**src/rtl/madd_eval_pkg.sv**
```systemverilog
// madd_eval_pkg: shared widths, state encoding and exact multiply-add model for the error sweep
package madd_eval_pkg;
    localparam int OP_W   = 6;
    localparam int VEC_W  = 3 * OP_W;
    localparam int RES_W  = 2 * OP_W;
    localparam int DIFF_W = RES_W + 1;
    localparam int SUM_W  = 30;
    localparam int A_LSB  = 0;
    localparam int B_LSB  = OP_W;
    localparam int C_LSB  = 2 * OP_W;
    typedef enum logic [1:0] {IDLE, RUN, DRAIN, DONE} state_t;
    function automatic logic [RES_W-1:0] exact_madd(input logic [VEC_W-1:0] vec);
        return RES_W'(vec[A_LSB +: OP_W]) * RES_W'(vec[B_LSB +: OP_W]) + RES_W'(vec[C_LSB +: OP_W]);
    endfunction
endpackage

```
**src/rtl/madd_err_acc.sv**
```systemverilog
// madd_err_acc: registered compare stage followed by count, max and sum accumulators
module madd_err_acc
    import madd_eval_pkg::*;
(
    input  logic             clk,
    input  logic             rst,
    input  logic             clear,
    input  logic             valid,
    input  logic [RES_W-1:0] dut_out,
    input  logic [RES_W-1:0] exact,
    output logic [VEC_W:0]   vec_count,
    output logic [VEC_W:0]   err_count,
    output logic [RES_W-1:0] max_abs_err,
    output logic [SUM_W-1:0] sum_abs_err
);
    logic signed [DIFF_W-1:0] diff;
    logic [RES_W-1:0] abs_err, e_abs;
    logic e_vld;
    assign diff    = signed'({1'b0, dut_out}) - signed'({1'b0, exact});
    assign abs_err = diff[DIFF_W-1] ? RES_W'(-diff) : RES_W'(diff);
    // compare stage E, then accumulate on the following edge; a new sweep clears everything
    always_ff @(posedge clk or posedge rst)
        if (rst) begin
            e_vld       <= 1'b0;
            e_abs       <= '0;
            vec_count   <= '0;
            err_count   <= '0;
            max_abs_err <= '0;
            sum_abs_err <= '0;
        end else if (clear) begin
            e_vld       <= 1'b0;
            e_abs       <= '0;
            vec_count   <= '0;
            err_count   <= '0;
            max_abs_err <= '0;
            sum_abs_err <= '0;
        end else begin
            e_vld       <= valid;
            e_abs       <= abs_err;
            vec_count   <= vec_count + (VEC_W+1)'(e_vld);
            err_count   <= err_count + (VEC_W+1)'(e_vld && e_abs != '0);
            max_abs_err <= e_vld && e_abs > max_abs_err ? e_abs : max_abs_err;
            sum_abs_err <= sum_abs_err + (e_vld ? SUM_W'(e_abs) : '0);
        end
endmodule

```
**src/rtl/madd_err_sweep.sv**
```systemverilog
// madd_err_sweep: sweeps a vector range through an external multiply-add DUT and gathers error statistics
module madd_err_sweep
    import madd_eval_pkg::*;
#(
    parameter int LAT = 0
) (
    input  logic             clk,
    input  logic             rst,
    input  logic             start,
    input  logic             abort,
    input  logic [VEC_W-1:0] vec_first,
    input  logic [VEC_W-1:0] vec_last,
    output logic [VEC_W-1:0] dut_in,
    input  logic [RES_W-1:0] dut_out,
    output logic             busy,
    output logic             done,
    output logic             aborted,
    output logic [VEC_W:0]   vec_count,
    output logic [VEC_W:0]   err_count,
    output logic [RES_W-1:0] max_abs_err,
    output logic [SUM_W-1:0] sum_abs_err
);
    state_t state, state_nx;
    logic [VEC_W-1:0] last, g_vec;
    logic idle, go, stop, run, g_vld, pend;
    assign idle = state == IDLE || state == DONE;
    assign go   = idle && start;
    assign stop = !idle && abort;
    assign run  = state == RUN;
    assign busy = !idle;
    // next state: start from idle wins, then abort, then sweep end and pipeline drain
    always_comb begin
        state_nx = state;
        if (go) state_nx = vec_first <= vec_last ? RUN : DONE;
        else if (stop) state_nx = IDLE;
        else if (run && dut_in == last) state_nx = DRAIN;
        else if (state == DRAIN && !pend) state_nx = DONE;
    end
    // state, range, vector counter and status flags; the counter stops at last so it never wraps
    always_ff @(posedge clk or posedge rst)
        if (rst) begin
            state   <= IDLE;
            last    <= '0;
            dut_in  <= '0;
            done    <= 1'b0;
            aborted <= 1'b0;
        end else begin
            state   <= state_nx;
            last    <= go ? vec_last : last;
            dut_in  <= go && vec_first <= vec_last ? vec_first : run && dut_in != last ? dut_in + 1'b1 : dut_in;
            done    <= state_nx == DONE && (state != DONE || go);
            aborted <= go ? 1'b0 : stop | aborted;
        end
    if (LAT == 0) begin : g_nodly
        assign g_vec = dut_in;
        assign g_vld = run;
        assign pend  = 1'b0;
    end else begin : g_dly
        logic [VEC_W-1:0] pv [LAT];
        logic [LAT-1:0] pl;
        // golden vector follows the external DUT pipeline
        always_ff @(posedge clk) begin
            pv[0] <= dut_in;
            for (int i = 1; i < LAT; i++) pv[i] <= pv[i-1];
        end
        // valid bits in flight; abort discards them
        always_ff @(posedge clk or posedge rst)
            if (rst) pl <= '0;
            else pl <= stop ? '0 : LAT'({pl, run});
        assign g_vec = pv[LAT-1];
        assign g_vld = pl[LAT-1];
        assign pend  = |pl;
    end
    madd_err_acc u_acc (
        .clk         (clk),
        .rst         (rst),
        .clear       (go),
        .valid       (g_vld),
        .dut_out     (dut_out),
        .exact       (exact_madd(g_vec)),
        .vec_count   (vec_count),
        .err_count   (err_count),
        .max_abs_err (max_abs_err),
        .sum_abs_err (sum_abs_err)
    );
endmodule

```
**config.mk**
```make
export PLATFORM = sky130hd
export DESIGN_NAME = madd_err_sweep
export DESIGN_NICKNAME = d
export VERILOG_FILES = /design/src/rtl/madd_eval_pkg.sv /design/src/rtl/madd_err_acc.sv /design/src/rtl/madd_err_sweep.sv
export SDC_FILE = /design/constraint.sdc
export NUM_CORES = 1
export LEC_CHECK = 0
export ABC_AREA = 0
export BUFFER_PORTS_ARGS = -buffer_cell sky130_fd_sc_hd__buf_2
export CAP_MARGIN = 30
export CORE_UTILIZATION = 55
export DETAILED_ROUTE_END_ITERATION = 7
export PLACE_DENSITY_LB_ADDON = 0.1
export SETUP_SLACK_MARGIN = 0.2
export SKIP_CTS_REPAIR_TIMING = 1
export SYNTH_ARGS = -nofsm -noshare
export SYNTH_HDL_FRONTEND = slang
export SYNTH_SLANG_ARGS = --single-unit
```
**constraint.sdc**
```tcl
create_clock -name clk -period 8.44 [get_ports clk]
set_clock_uncertainty 0.2 [all_clocks]
set_input_delay 1.266 -clock clk [delete_from_list [all_inputs] [get_ports clk]]
set_output_delay 1.266 -clock clk [all_outputs]
set_load 0.02 [all_outputs]
```
==> flow_results.org <==
** Logic synthesis
- Sequential elements use 35.6% of the synthesized area.
- Cells after Synth :: 998
- Per-instance average area after synthesis :: 9.38 um2
- Counting flops with a built-in enable in the synthesized netlist gives 0.
- The synthesized design contains 133 register bits.
- Post-Synthesis Net Count :: 1,166
- Area share of the largest cell type after synthesis :: 35.6%
- Ranked by total cell area, the synthesized netlist is headed by sky130_fd_sc_hd__dfrtp_1 (36%), sky130_fd_sc_hd__ha_1 (13%), sky130_fd_sc_hd__xor2_1 (5.7%), sky130_fd_sc_hd__xnor2_1 (4.9%), sky130_fd_sc_hd__fa_1 (4.7%).
- Counting flops with an async set or reset pin after synthesis yields a share of 100%.
- For this run, the number of Yosys warnings is 0.
- Summing every instance area after synthesis gives 9360 um2.
- Top FF cell, synth :: sky130_fd_sc_hd__dfrtp_1
- Cell type with the highest aggregate area in the netlist :: sky130_fd_sc_hd__dfrtp_1
- After synthesis, the netlist uses 52 different library cells.

** Route
- After detailed routing, the total wire length is 21.4 mm.
- Routed vias :: 7,400
- Average wire per standard cell :: 15.7 um
- After the first detailed-routing iteration, the DRC count stood at 284.
- 1st-pass router iterations :: 4
- Count of nets left with antenna violations after detail routing :: 0
- Mean number of vias per cell :: 5.40
- Number of DRC violations after detailed routing :: 0

** Global routing
- The number of global-route vias before repair was 7,381.
- Across every metal layer, demand over resource in global routing totals 25.7%.
- Antenna violations before repair :: 0
- For this run the aggregate overflow at the end of global routing stands at 0.
- Entering global routing, the biggest net connects 88 pins.
- First-pass GRT wire length :: 35.7 mm

** CTS
- TritonCTS created 17 clock buffers.
- Counting every sink on the clock net gives 133.
- The clock reaches the later pin of the worst-skew pair after 430 ps.
- The root buffer cell chosen for the clock tree is sky130_fd_sc_hd__clkbuf_16.
- TritonCTS built the clock tree.
- Htree depth :: 4
- Post-CTS clock slew at the launch and capture registers of the worst setup and hold paths :: 70 ps
- No sink is reached through more buffers than the 2 on the longest clock path.

** Timing
- Final count of negative-setup-slack endpoints :: 0
- The number of hold-slack violations in the final timing report came to 0.
- Headroom to the max-slew limit came out at 38.7%.
- Final cycle utilization of the critical path :: 71.0%
- After layout, the minimum clock period comes to 5990 ps.
- The number of pins with negative max-slew slack in the final report is 0.
- Derived from the worst setup path, the maximum achievable clock frequency is 0.167 GHz.
- Setup TNS Final :: 0 ps
- At the pin with the least slew margin, the transition time is 920 ps.
- Setup repair after global routing left no endpoint under its margin.

** Worst hold path
- The worst hold path belongs to the class reg -> reg.
- The worst hold path begins at aborted.

** Worst setup path
- Data on the critical path is required at its endpoint by 8510 ps.
- R2r startpoint :: dut_in[3]
- Arrival time at the worst endpoint :: 6050 ps
- The worst setup path is captured at a register.
- The worst setup path is launched from a register.
- Setup Crit Path Kind :: reg -> reg
- In this run the worst path has a maximum fanout of 15.
- CP startpoint :: dut_in[3]

** Final layout
- Top library cells by usage in the layout, fill and taps aside :: sky130_fd_sc_hd__buf_2 (152), sky130_fd_sc_hd__dfrtp_1 (133), sky130_fd_sc_hd__nor2_1 (97), sky130_fd_sc_hd__ha_1 (94), sky130_fd_sc_hd__nand2_1 (79)
- Number of filler cells placed in the layout :: 1,462
- The area growth from synthesis to layout is 15.9%.
- The finished cells cover 10,800 um2.
- Area of the multi-input gates :: 5570 um2
- Share of post-route cells with drive strength above 1 :: 18.3%
- Ant. Diodes :: 0
- After the last flow step, the layout net total stands at 1,305.
- In the final layout, flip-flops and latches occupy 3330 um2.
- Leaving out fill and tap cells, the most frequent cell in the layout is sky130_fd_sc_hd__buf_2.

** Floorplan
- Die Wd :: 132 um
- Floorplan die area :: 17,500 um2
- Core Region :: 16,600 um2
- The die is 132 um tall.
- For this design the top-level I/O count stands at 153.
- The floorplan has 47 rows.
- For this configuration, the core starts out at a cell density of 56.4%.

** Placement
- Final Wtd Congestion :: 0.886
- Input and output buffers added on the ports amount to 152.
- Detailed placement finished with a half-perimeter wire length of 16.2 mm.
- Summing all placed instances gives a cell area of 10,300 um2.

** Flow run
- Maxcap violations :: 0

** Status
- Status :: finished, final reports clean
[worst paths after layout]
path | end | slack, ps | cells past startpoint
worst min register to register | aborted | 280 | 2
max in group asynchronous | u_acc.max_abs_err[10] | 6020 | 3
worst max-delay path | u_acc.e_abs[9] | 2450 | 21
min in group asynchronous | u_acc.vec_count[10] | 700 | 2
worst min-delay path | aborted | 280 | 2
worst max register to register | u_acc.e_abs[9] | 2450 | 21
[critical path, cell delays in order, from the launching register on]
cell,delay (ps)
sky130_fd_sc_hd__dfrtp_1,570
sky130_fd_sc_hd__and2_1,250
sky130_fd_sc_hd__fa_1,540
sky130_fd_sc_hd__inv_1,50
sky130_fd_sc_hd__fa_1,470
sky130_fd_sc_hd__inv_1,50
sky130_fd_sc_hd__fa_1,520
sky130_fd_sc_hd__inv_1,50
sky130_fd_sc_hd__fa_1,490
sky130_fd_sc_hd__inv_1,40
sky130_fd_sc_hd__ha_1,300
sky130_fd_sc_hd__a21oi_1,210
sky130_fd_sc_hd__xor2_1,190
sky130_fd_sc_hd__ha_1,280
sky130_fd_sc_hd__o21a_1,130
sky130_fd_sc_hd__o21a_1,180
sky130_fd_sc_hd__o2bb2ai_1,360
sky130_fd_sc_hd__o221ai_1,160
sky130_fd_sc_hd__a21o_1,330
sky130_fd_sc_hd__a31oi_1,230
sky130_fd_sc_hd__xor2_1,160
sky130_fd_sc_hd__nor2_1,50
[cells by family after synthesis]
group                      share of synthesized area, %
xor gates and xnor gates                           10.6
muxes                                              3.66
buffers and inverters                              5.03
and+or+nand+nor                                    18.1
DFF                                                35.6
adders and majority gates                          17.3
AOI/OAI and AO/OA                                  9.79
[layer usage]
layer	vias to the layer above	global-route usage (%)	part of all wire, %
met3	27	5.48	4.2
li1	3666	-	-
met2	158	42.2	48
met1	3549	33.9	45
met5	-	0	0
met4	0	8.17	1.9
[metrics by stage]
| step | std cells | hold slack, ps | setup WS, ps | util (%) |
|---|---|---|---|---|
| after detailed placement | 1338 | 266 | 2520 | 61.8 |
| after floorplan | 998 | 267 | 2720 | - |
| after global routing | 1370 | 318 | 2130 | 65.4 |
| after global placement | 1338 | 260 | 2600 | 61.8 |
| final | 1370 | 283 | 2450 | 65.4 |
| after CTS | 1370 | 284 | 2490 | 65.4 |
[final cells by class]
| type | count | area share [%] |
|---|---|---|
| clock inverter | 15 | 1.52 |
| timing repair buffer | 157 | 7.36 |
| tap | 220 | 2.54 |
| clock buffer | 17 | 3.92 |
| multi-input combinational | 754 | 51.4 |
| inverter | 74 | 2.61 |
| sequential | 133 | 30.7 |
[cells in the mapped netlist, types with 4 or more instances]
master,count
sky130_fd_sc_hd__nand3_1,22
sky130_fd_sc_hd__o21bai_1,4
sky130_fd_sc_hd__mux2_1,7
sky130_fd_sc_hd__and4_1,7
sky130_fd_sc_hd__xnor2_1,52
sky130_fd_sc_hd__buf_6,5
sky130_fd_sc_hd__nor4_1,5
sky130_fd_sc_hd__xor2_1,61
sky130_fd_sc_hd__nand2b_1,4
sky130_fd_sc_hd__and3_1,9
sky130_fd_sc_hd__mux2i_1,14
sky130_fd_sc_hd__mux2_2,11
sky130_fd_sc_hd__nand4_1,23
sky130_fd_sc_hd__ha_1,94
sky130_fd_sc_hd__nand2_1,79
sky130_fd_sc_hd__o21ai_0,40
sky130_fd_sc_hd__nor3_1,16
sky130_fd_sc_hd__buf_2,13
sky130_fd_sc_hd__nor2_1,97
sky130_fd_sc_hd__and2_1,49
sky130_fd_sc_hd__clkbuf_1,19
sky130_fd_sc_hd__fa_1,22
sky130_fd_sc_hd__dfrtp_1,133
sky130_fd_sc_hd__a21o_1,24
sky130_fd_sc_hd__or3_1,16
sky130_fd_sc_hd__a21oi_1,50
sky130_fd_sc_hd__inv_1,74
sky130_fd_sc_hd__a31oi_1,6
sky130_fd_sc_hd__nor2b_1,7
[flip-flops by register name, summed over array words and instances (netlist names), 2 cells and up]
name               flops
u_acc.sum_abs_err     30
u_acc.err_count       19
u_acc.vec_count       19
dut_in                18
last                  18
u_acc.e_abs           12
u_acc.max_abs_err     12
state                  2
Power is not shown: default switching activity piles up to over one toggle a cycle in this logic, so the estimate is an artifact.
